**config.mk**
```make
export PLATFORM = sky130hd
export DESIGN_NAME = regfile_sb
export DESIGN_NICKNAME = d
export VERILOG_FILES = /design/src/rtl/regfile_sb.sv
export SDC_FILE = /design/constraint.sdc
export NUM_CORES = 2
export LEC_CHECK = 0
export CORE_MARGIN = 5
export CORE_UTILIZATION = 50
export CTS_CLUSTER_SIZE = 14
export DETAILED_ROUTE_END_ITERATION = 6
export GPL_ROUTABILITY_DRIVEN = 0
export PLACE_DENSITY = 0.71
export SLEW_MARGIN = 20
export SYNTH_ARGS = -nofsm -noshare
export SYNTH_HDL_FRONTEND = slang
export SYNTH_SLANG_ARGS = --single-unit
```
**constraint.sdc**
```tcl
create_clock -name clk -period 6.95 [get_ports clk]
set_input_delay 0.695 -clock clk [delete_from_list [all_inputs] [get_ports clk]]
set_output_delay 0.695 -clock clk [all_outputs]
set_load 0.05 [all_outputs]
```
**src/rtl/regfile_sb.sv**
```systemverilog
// Register file with per-register pending (scoreboard) bits, registered multi-port
// reads, and same-cycle write bypass so a consumer is released the cycle its producer writes.
module regfile_sb #(
  parameter int XLEN     = 32,
  parameter int NREGS    = 32,
  parameter int NRP      = 2,
  parameter int ZERO_REG = 1,
  localparam int AW      = $clog2(NREGS)
) (
  input  logic                clk,
  input  logic                rst,
  input  logic                wen,
  input  logic [AW-1:0]       waddr,
  input  logic [XLEN-1:0]     wdata,
  input  logic                rsv_en,
  input  logic [AW-1:0]       rsv_addr,
  input  logic [NRP-1:0]      ren,
  input  logic [NRP*AW-1:0]   raddr,
  output logic [NRP*XLEN-1:0] rdata,
  output logic [NRP-1:0]      rvalid,
  output logic [NRP-1:0]      rstall,
  output logic [AW:0]         pend_cnt
);

  logic [XLEN-1:0]  mem_q [NREGS];
  logic [NREGS-1:0] pend_q, pend_d;
  logic [AW:0]      pend_cnt_q, pend_cnt_d;
  logic [XLEN-1:0]  rdata_q [NRP];
  logic [NRP-1:0]   rvalid_q, rstall_q;

  logic             wr_ok, rsv_ok;
  logic [NRP-1:0]   acc_w, stall_w;
  logic [XLEN-1:0]  rd_w [NRP];

  assign wr_ok  = wen    && !((ZERO_REG != 0) && (waddr    == '0));
  assign rsv_ok = rsv_en && !((ZERO_REG != 0) && (rsv_addr == '0));

  // Write clears first, then reserve sets: a new producer on the same register wins.
  always_comb begin
    pend_d     = pend_q;
    pend_cnt_d = '0;
    if (wr_ok)  pend_d[waddr]    = 1'b0;
    if (rsv_ok) pend_d[rsv_addr] = 1'b1;
    for (int i = 0; i < NREGS; i++) begin
      pend_cnt_d = pend_cnt_d + (AW+1)'(pend_d[i]);
    end
  end

  generate
    for (genvar gi = 0; gi < NRP; gi++) begin : g_port
      logic [AW-1:0] ra;
      logic          zhit, byp;
      assign ra          = raddr[gi*AW +: AW];
      assign zhit        = (ZERO_REG != 0) && (ra == '0);
      assign byp         = wr_ok && (waddr == ra);
      // Pending is judged on the pre-edge state, so a same-cycle reserve cannot stall this read.
      assign acc_w[gi]   = ren[gi] && (zhit || byp || !pend_q[ra]);
      assign stall_w[gi] = ren[gi] && !acc_w[gi];
      assign rd_w[gi]    = zhit ? '0 : (byp ? wdata : mem_q[ra]);
      assign rdata[gi*XLEN +: XLEN] = rdata_q[gi];
    end
  endgenerate

  always_ff @(posedge clk) begin
    if (rst) begin
      for (int i = 0; i < NREGS; i++) mem_q[i] <= '0;
    end else if (wr_ok) begin
      mem_q[waddr] <= wdata;
    end
  end

  always_ff @(posedge clk) begin
    if (rst) begin
      pend_q     <= '0;
      pend_cnt_q <= '0;
      rvalid_q   <= '0;
      rstall_q   <= '0;
      for (int p = 0; p < NRP; p++) rdata_q[p] <= '0;
    end else begin
      pend_q     <= pend_d;
      pend_cnt_q <= pend_cnt_d;
      rvalid_q   <= acc_w;
      rstall_q   <= stall_w;
      for (int p = 0; p < NRP; p++) begin
        if (acc_w[p]) rdata_q[p] <= rd_w[p];
      end
    end
  end

  assign rvalid   = rvalid_q;
  assign rstall   = rstall_q;
  assign pend_cnt = pend_cnt_q;

endmodule
```
### Word level (Yosys, flattened, before mapping)

Memory sizes are Yosys's and may differ from the RTL's.
Index checks and enable logic that the tools add are counted.

| operators by class | value |
|---|---|
| divide/modulo/power cells | 0 |
| $mul | 0 |
| $lt $le $gt $ge | 6 |
| bitwise operators | 5 |
| equality and inequality tests | 2 |
| reductions and logical operators | 25 |
| add/sub/neg operators | 31 |
| muxes and demuxes | 30 |
| shifts and indexed selects | 0 |

Operators with widths:

| operator | count |
|---|---|
| two-way mux 32 bit | 9 |
| adder 6 x 1 -> 6 bit | 26 |
| bitwise AND 32 bit | 1 |
| inverter 32 bit | 1 |
| OR 32 bit | 1 |
| OR reduction 32 bit | 1 |
| < comparator 5 x 6 -> 1 bit, second input constant | 4 |
| logical NOT 5 bit | 4 |
| two-way mux 1 bit | 16 |
| binary-select mux 1 bit (select 5 bit) | 2 |
| demux 1 bit (select 5 bit) | 2 |
| equality test 5 bit | 2 |
| >= comparator 5 x 1 -> 1 bit, second input constant | 2 |
| logical AND 1 bit | 10 |
| adder 5 x 1 -> 6 bit | 1 |
| logical NOT 1 bit | 6 |
| adder 4 x 1 -> 5 bit | 1 |
| two-way mux 5 bit | 1 |
| adder 3 x 1 -> 4 bit | 1 |
| logical OR 1 bit | 4 |
| adder 2 x 1 -> 3 bit | 1 |
| adder 1 x 1 -> 2 bit | 1 |
| OR 1 bit | 2 |

| storage, ports and cells | value |
|---|---|
| bits in latches | 0 |
| output and inout bits | 74 |
| logic and storage cells | 105 |
| memories kept | 2 |
| ROM bits | 0 |
| register bits after elaboration | 42 |
| input port bits | 58 |
| RAM bits | 1088 |

Memory list:

| name | depth | width | read ports | clocked after memory_dff | write ports | line | source |
|---|---|---|---|---|---|---|---|
| mem_q | 32 | 32 | 2 | 0 | 32 | 25 | `logic [XLEN-1:0] mem_q [NREGS];` |
| rdata_q | 2 | 32 | 2 | 0 | 2 | 28 | `logic [XLEN-1:0] rdata_q [NRP];` |

### Longest topological paths before layout

| depth | value |
|---|---|
| depth after elaboration | 40 |
| gate-level depth with buffers | 23 |

### Worst setup path after synthesis

No wires, ideal clock.

| timing | value |
|---|---|
| path kind | input port to flip-flop |
| from | input waddr[3] |
| to | register pend_cnt_q[4] (netlist: pend_cnt[4]) |
| stages on the path | 22 |
| setup slack | 0.996 ns |
| arrival time | 5.827 ns |
| data required time | 6.822 ns |
| cell sequence | clkbuf_1 > nor2b_1 > and3_1 > nand2_1 > a22oi_1 > fa_1 > fa_1 > inv_1 > fa_1 > inv_1 > fa_1 > fa_1 > fa_1 > inv_1 > ha_1 > inv_1 > fa_1 > inv_1 > a21o_1 > a21oi_1 > xor2_1 > nor2_1 |

| on the way | value |
|---|---|
| longest elaborated chain between the ends | 40 |
| elaborated cells between the ends (all ways) | 44 |
| those cells by class | add/sub: 31; order compare: 2; mux: 4; bitwise: 3; reduce/logical: 4 |

Ends and longest elaborated chain:

| what | line | source |
|---|---|---|
| start: declaration | 13 | `input logic [AW-1:0] waddr,` |
| < comparator 5 x 6 -> 1 bit (implied by the code) or >= comparator 5 x 1 -> 1 bit (tied branches) | 42 | `if (wr_ok) pend_d[waddr] = 1'b0;` |
| logical AND 1 bit (implied by the code) | 42 |  |
| two-way mux 1 bit (implied by the code) | 42 |  |
| demux 1 bit (select 5 bit) | 42 |  |
| inverter 32 bit (no source line) | - |  |
| bitwise AND 32 bit (no source line) | - |  |
| two-way mux 32 bit * | 42 |  |
| OR 32 bit (no source line) | - |  |
| two-way mux 32 bit * | 43 | `if (rsv_ok) pend_d[rsv_addr] = 1'b1;` |
| adder 1 x 1 -> 2 bit | 45 | `pend_cnt_d = pend_cnt_d + (AW+1)'(pend_d[i]);` |
| adder 2 x 1 -> 3 bit | 45 |  |
| adder 3 x 1 -> 4 bit | 45 |  |
| adder 4 x 1 -> 5 bit | 45 |  |
| adder 5 x 1 -> 6 bit | 45 |  |
| adder 6 x 1 -> 6 bit (25 in series) | 45 |  |
| adder 6 x 1 -> 6 bit * | 45 |  |
| end signal: assignment | 81 | `pend_cnt_q <= pend_cnt_d;` |
| end: declaration | 27 | `logic [AW:0] pend_cnt_q, pend_cnt_d;` |

Every way passes the cells marked *; elsewhere a longest branch is shown, timed or not.
A chain may end at the register's enable or synchronous reset.

### Final worst setup path

| timing | value |
|---|---|
| from | input waddr[0] |
| to | register pend_cnt_q[4] (netlist: pend_cnt[4]) |

The elaborated chain is that of the path after synthesis.

==> results.sh <==
export IMPL_run_status="finished, final reports clean"
export IMPL_cap_violations=0
export IMPL_drive_gt1_frac=0.0975
export IMPL_rrSetupSlack_ps=1840
export IMPL_cts_tree="yes"
export IMPL_power_frac_comb=0.135
export IMPL_firstDrtPassIters=7
export IMPL_setup_viol=0
export IMPL_top_layer_used="met5"
export IMPL_grt_overflow_total=0
export IMPL_dieArea_um2=131000
export IMPL_synth_distinct_cells=54
export IMPL_crit_cells=21
export IMPL_hp_class="in2reg"
export IMPL_power_net_switching_w=0.00448
export IMPL_r2r_end="pend_cnt[4]"
export IMPL_powerDensity_nw_per_um2=247
export IMPL_post_cts_resized=0
export IMPL_seq_power_share=0.478
export IMPL_whs_ps=257
export IMPL_muxShareOfSynthArea=0.177
export IMPL_swShare=0.264
export IMPL_initial_core_util=0.502
export IMPL_cts_htree_levels=3
export IMPL_maxSlewHeadroom=0.181
export IMPL_clock_root_buffer="clkbuf_16"
export IMPL_drt_iter0_markers=5940
export IMPL_core_area_um2=123000
export IMPL_startpoint="waddr[0]"
export IMPL_wirelength_um=210000
export IMPL_synthAdderAreaFrac=0.00920
export IMPL_cpMaxStageDelayCell="clkdlybuf4s50_1"
export IMPL_final_period_utilization=0.880
export IMPL_fillers=9969
export IMPL_ant_nets=0
export IMPL_max_freq_mhz=163
export IMPL_wl_met1_um=78600
export IMPL_gr_usage_all_layers=0.310
export IMPL_power_leakage_nw=26.5
export IMPL_synth_compound_area_frac=0.108
export IMPL_synth_edf_count=1088
export IMPL_synth_top_family_by_area="multiplexers"
export IMPL_fin_crit_ps=6120
export IMPL_yosysTopAreaCell="edfxtp_1"
export IMPL_grt_max_degree=130
export IMPL_syn_avg_cell_area_um2=12.5
export IMPL_clockPowerShare=0.387
export IMPL_reg2regPathDepth=18
export IMPL_cts_num_sinks=1130
export IMPL_drc=0
export IMPL_clkLatencyLatePin_ps=740
export IMPL_tightest_slew_ps=1230
export IMPL_avgViaCountPerCell=6.56
export IMPL_slowest_delay_ps=680
export IMPL_crit_path_end_kind="register"
export IMPL_synth_area_leaders="edfxtp_1 53%, mux2i_1 17%, and2_1 10%"
export IMPL_wl_per_cell_um=31.8
export IMPL_r2r_start="pend_q[23]"
export IMPL_crit_chain="clkdlybuf4s50_1 -> and2_1 -> nand2_1 -> a22oi_1 -> fa_1 -> fa_1 -> inv_1 -> fa_1 -> inv_1 -> fa_1 -> fa_1 -> fa_1 -> inv_1 -> ha_1 -> inv_1 -> fa_1 -> inv_1 -> a21o_1 -> a21oi_1 -> xor2_1 -> nor2_1"
export IMPL_hpwl_um=117000
export IMPL_io_pins=132
export IMPL_synth_area_um2=61800
export IMPL_num_nets_final=4948
export IMPL_die_x_um=361
export IMPL_synthCells=4928
export IMPL_numCtsBuffers=121
export IMPL_ctsHoldBuffers=0
export IMPL_finalHoldViolations=0
export IMPL_ir_drop_uv=252
export IMPL_yosysSeqAreaShare=0.542
export IMPL_antenna_found_initial=11
export IMPL_grt_pass1_vias=43100
export IMPL_cp_common_cell="fa_1"
export IMPL_final_setup_tns_ps=0
export IMPL_die_y_um=361
export IMPL_finClkSkew_ps=36.0
export IMPL_synth_flop_cell="edfxtp_1"
export IMPL_synth_top_area_frac=0.529
export IMPL_worstSetupStartpointType="input pin"
export IMPL_rsz0062_at_grt="no"
export IMPL_crit_required_ps=7510
export IMPL_wl_met2_um=92500
export IMPL_crit_type="in2reg"
export IMPL_intPower_w=0.0125
export IMPL_drv_slew=0
export IMPL_cp_top_family="adder cells"
export IMPL_yosys_area_share_simple=0.124
export IMPL_cp_endpoint="pend_cnt[4]"
export IMPL_path_clk_slew_ps=60
export IMPL_crit_arrival_ps=6680
export IMPL_vias=43300
export IMPL_cts_setup_buffers=0
export IMPL_port_buffers=131
export IMPL_yosysWarnings=0
export IMPL_grt_pass1_wl_um=296000
export IMPL_num_rows=129
export IMPL_ys_ff_latch=1130
export IMPL_synth_async_reset_ratio=0
export IMPL_wl_met3_um=24400
export IMPL_clk_path_buf_depth=3
export IMPL_critPathMaxFanout=9
export IMPL_path_buf_inv=6
export IMPL_synth_xor_area_share=0.00184
export IMPL_area_growth_synth_to_final_pct=11.1
## worst min path at each step
stage                      to  depth (start not counted)  slack [ps]  startpoint
detailed placement  pend_q[0]                          1         520   pend_q[0]
finish              rstall[0]                          2         260         rst
floorplan           pend_q[0]                          1         470   pend_q[0]
global placement    pend_q[0]                          1         510   pend_q[0]
CTS                 rstall[0]                          2         240         rst
global route        rstall[0]                          2         260         rst
## registers in the layout (all words and copies together) (netlist names)
| register | count |
|---|---|
| pend_cnt | 6 |
| pend_q | 32 |
| rdata_q | 64 |
| rstall | 2 |
| rvalid | 2 |
| mem_q | 1024 |
## cells by family (layout without fill, tap and decap cells)
| group | Yosys count | count (layout) |
|---|---|---|
| muxes | 1088 | 1088 |
| and+or+nand+nor | 1271 | 1271 |
| DFF | 1130 | 1130 |
| buffers and inverters | 539 | 545 |
| adders and majority gates | 31 | 31 |
| AOI/OAI and AO/OA | 855 | 855 |
| other | 1 | 38 |
| xor gates and xnor gates | 13 | 13 |
## worst register-to-register path, cell delays in order (launching register included)
cell     delay (ps)
dfxtp_1         340
a22oi_1         290
fa_1            510
fa_1            550
inv_1            50
fa_1            500
inv_1            60
fa_1            560
fa_1            450
fa_1            500
inv_1            40
ha_1            190
inv_1            80
fa_1            210
inv_1            50
a21o_1          170
a21oi_1         160
xor2_1          180
nor2_1           60
## power groups by stage
stage,sequential (W),combinational (W),clock (W)
after global placement,0.00821,0.00220,0
after floorplan,0.00835,0.00126,0
after global routing,0.00815,0.00236,0.00689
after detailed placement,0.00824,0.00223,0
after CTS,0.00810,0.00223,0.00660
final,0.00811,0.00229,0.00657
## through the flow
stage / total power [W] / instances / setup WS [ps] / util / instance area [um2]
2_1_floorplan: 0.00961 / 4959 / 996 / - / 61900
3_3_place_gp: 0.0104 / 6372 / 263 / 0.525 / 64600
3_5_place_dp: 0.0105 / 6373 / 151 / 0.525 / 64700
4_1_cts: 0.0169 / 6602 / 890 / 0.558 / 68700
5_1_grt: 0.0174 / 6605 / 551 / 0.557 / 68600
6_report: 0.0170 / 6608 / 831 / 0.557 / 68600
## layout by cell type (no fill, tap or decap), drive strengths merged, types with 8 or more instances in the layout
| cell type | instances |
|---|---|
| nor2 | 68 |
| clkdlybuf4s50 | 119 |
| and2 | 995 |
| o22ai | 67 |
| clkbuf | 157 |
| conb | 32 |
| a22o | 140 |
| nor2b | 25 |
| nand3 | 8 |
| inv | 33 |
| dfxtp | 42 |
| a21oi | 133 |
| mux2i | 1079 |
| clkinv | 55 |
| nand2b | 34 |
| bufinv | 15 |
| a211oi | 64 |
| o31a | 32 |
| nand2 | 73 |
| fa | 24 |
| buf | 165 |
| edfxtp | 1088 |
| a22oi | 276 |
| nor4 | 35 |
| a221oi | 131 |
## cells in the mapped netlist, drive strengths merged, types with 7 or more instances
master,instances
buf,175
a22o,140
a221oi,131
fa,24
ha,7
nor4,35
o22ai,67
a21oi,133
o31a,32
xor2,7
nand3,8
dfxtp,42
nand2b,34
nor2,68
clkbuf,332
edfxtp,1088
inv,32
nand2,73
mux2i,1079
a211oi,64
and2,995
nor2b,25
a22oi,276
## per-layer routing
| layer | track usage | vias to the layer above |
|---|---|---|
| met2 | 0.473 | 2861 |
| li1 | - | 18300 |
| met5 | 0 | - |
| met3 | 0.0785 | 689 |
| met4 | 0.183 | 4 |
| met1 | 0.401 | 21500 |
## cell type report
class	instances	area (um2)	share of cell area
Clock inverter	72	769	0.0112
Inverter	32	120	0.00175
Sequential cell	1130	33500	0.488
Clock buffer	157	3240	0.0472
Tap cell	1637	2050	0.0298
Multi-Input combinational cell	3290	26300	0.383
Antenna cell	6	15.0	0.000219
Timing Repair Buffer	284	2630	0.0383
Note: power is estimated with default switching activity, not from simulation.
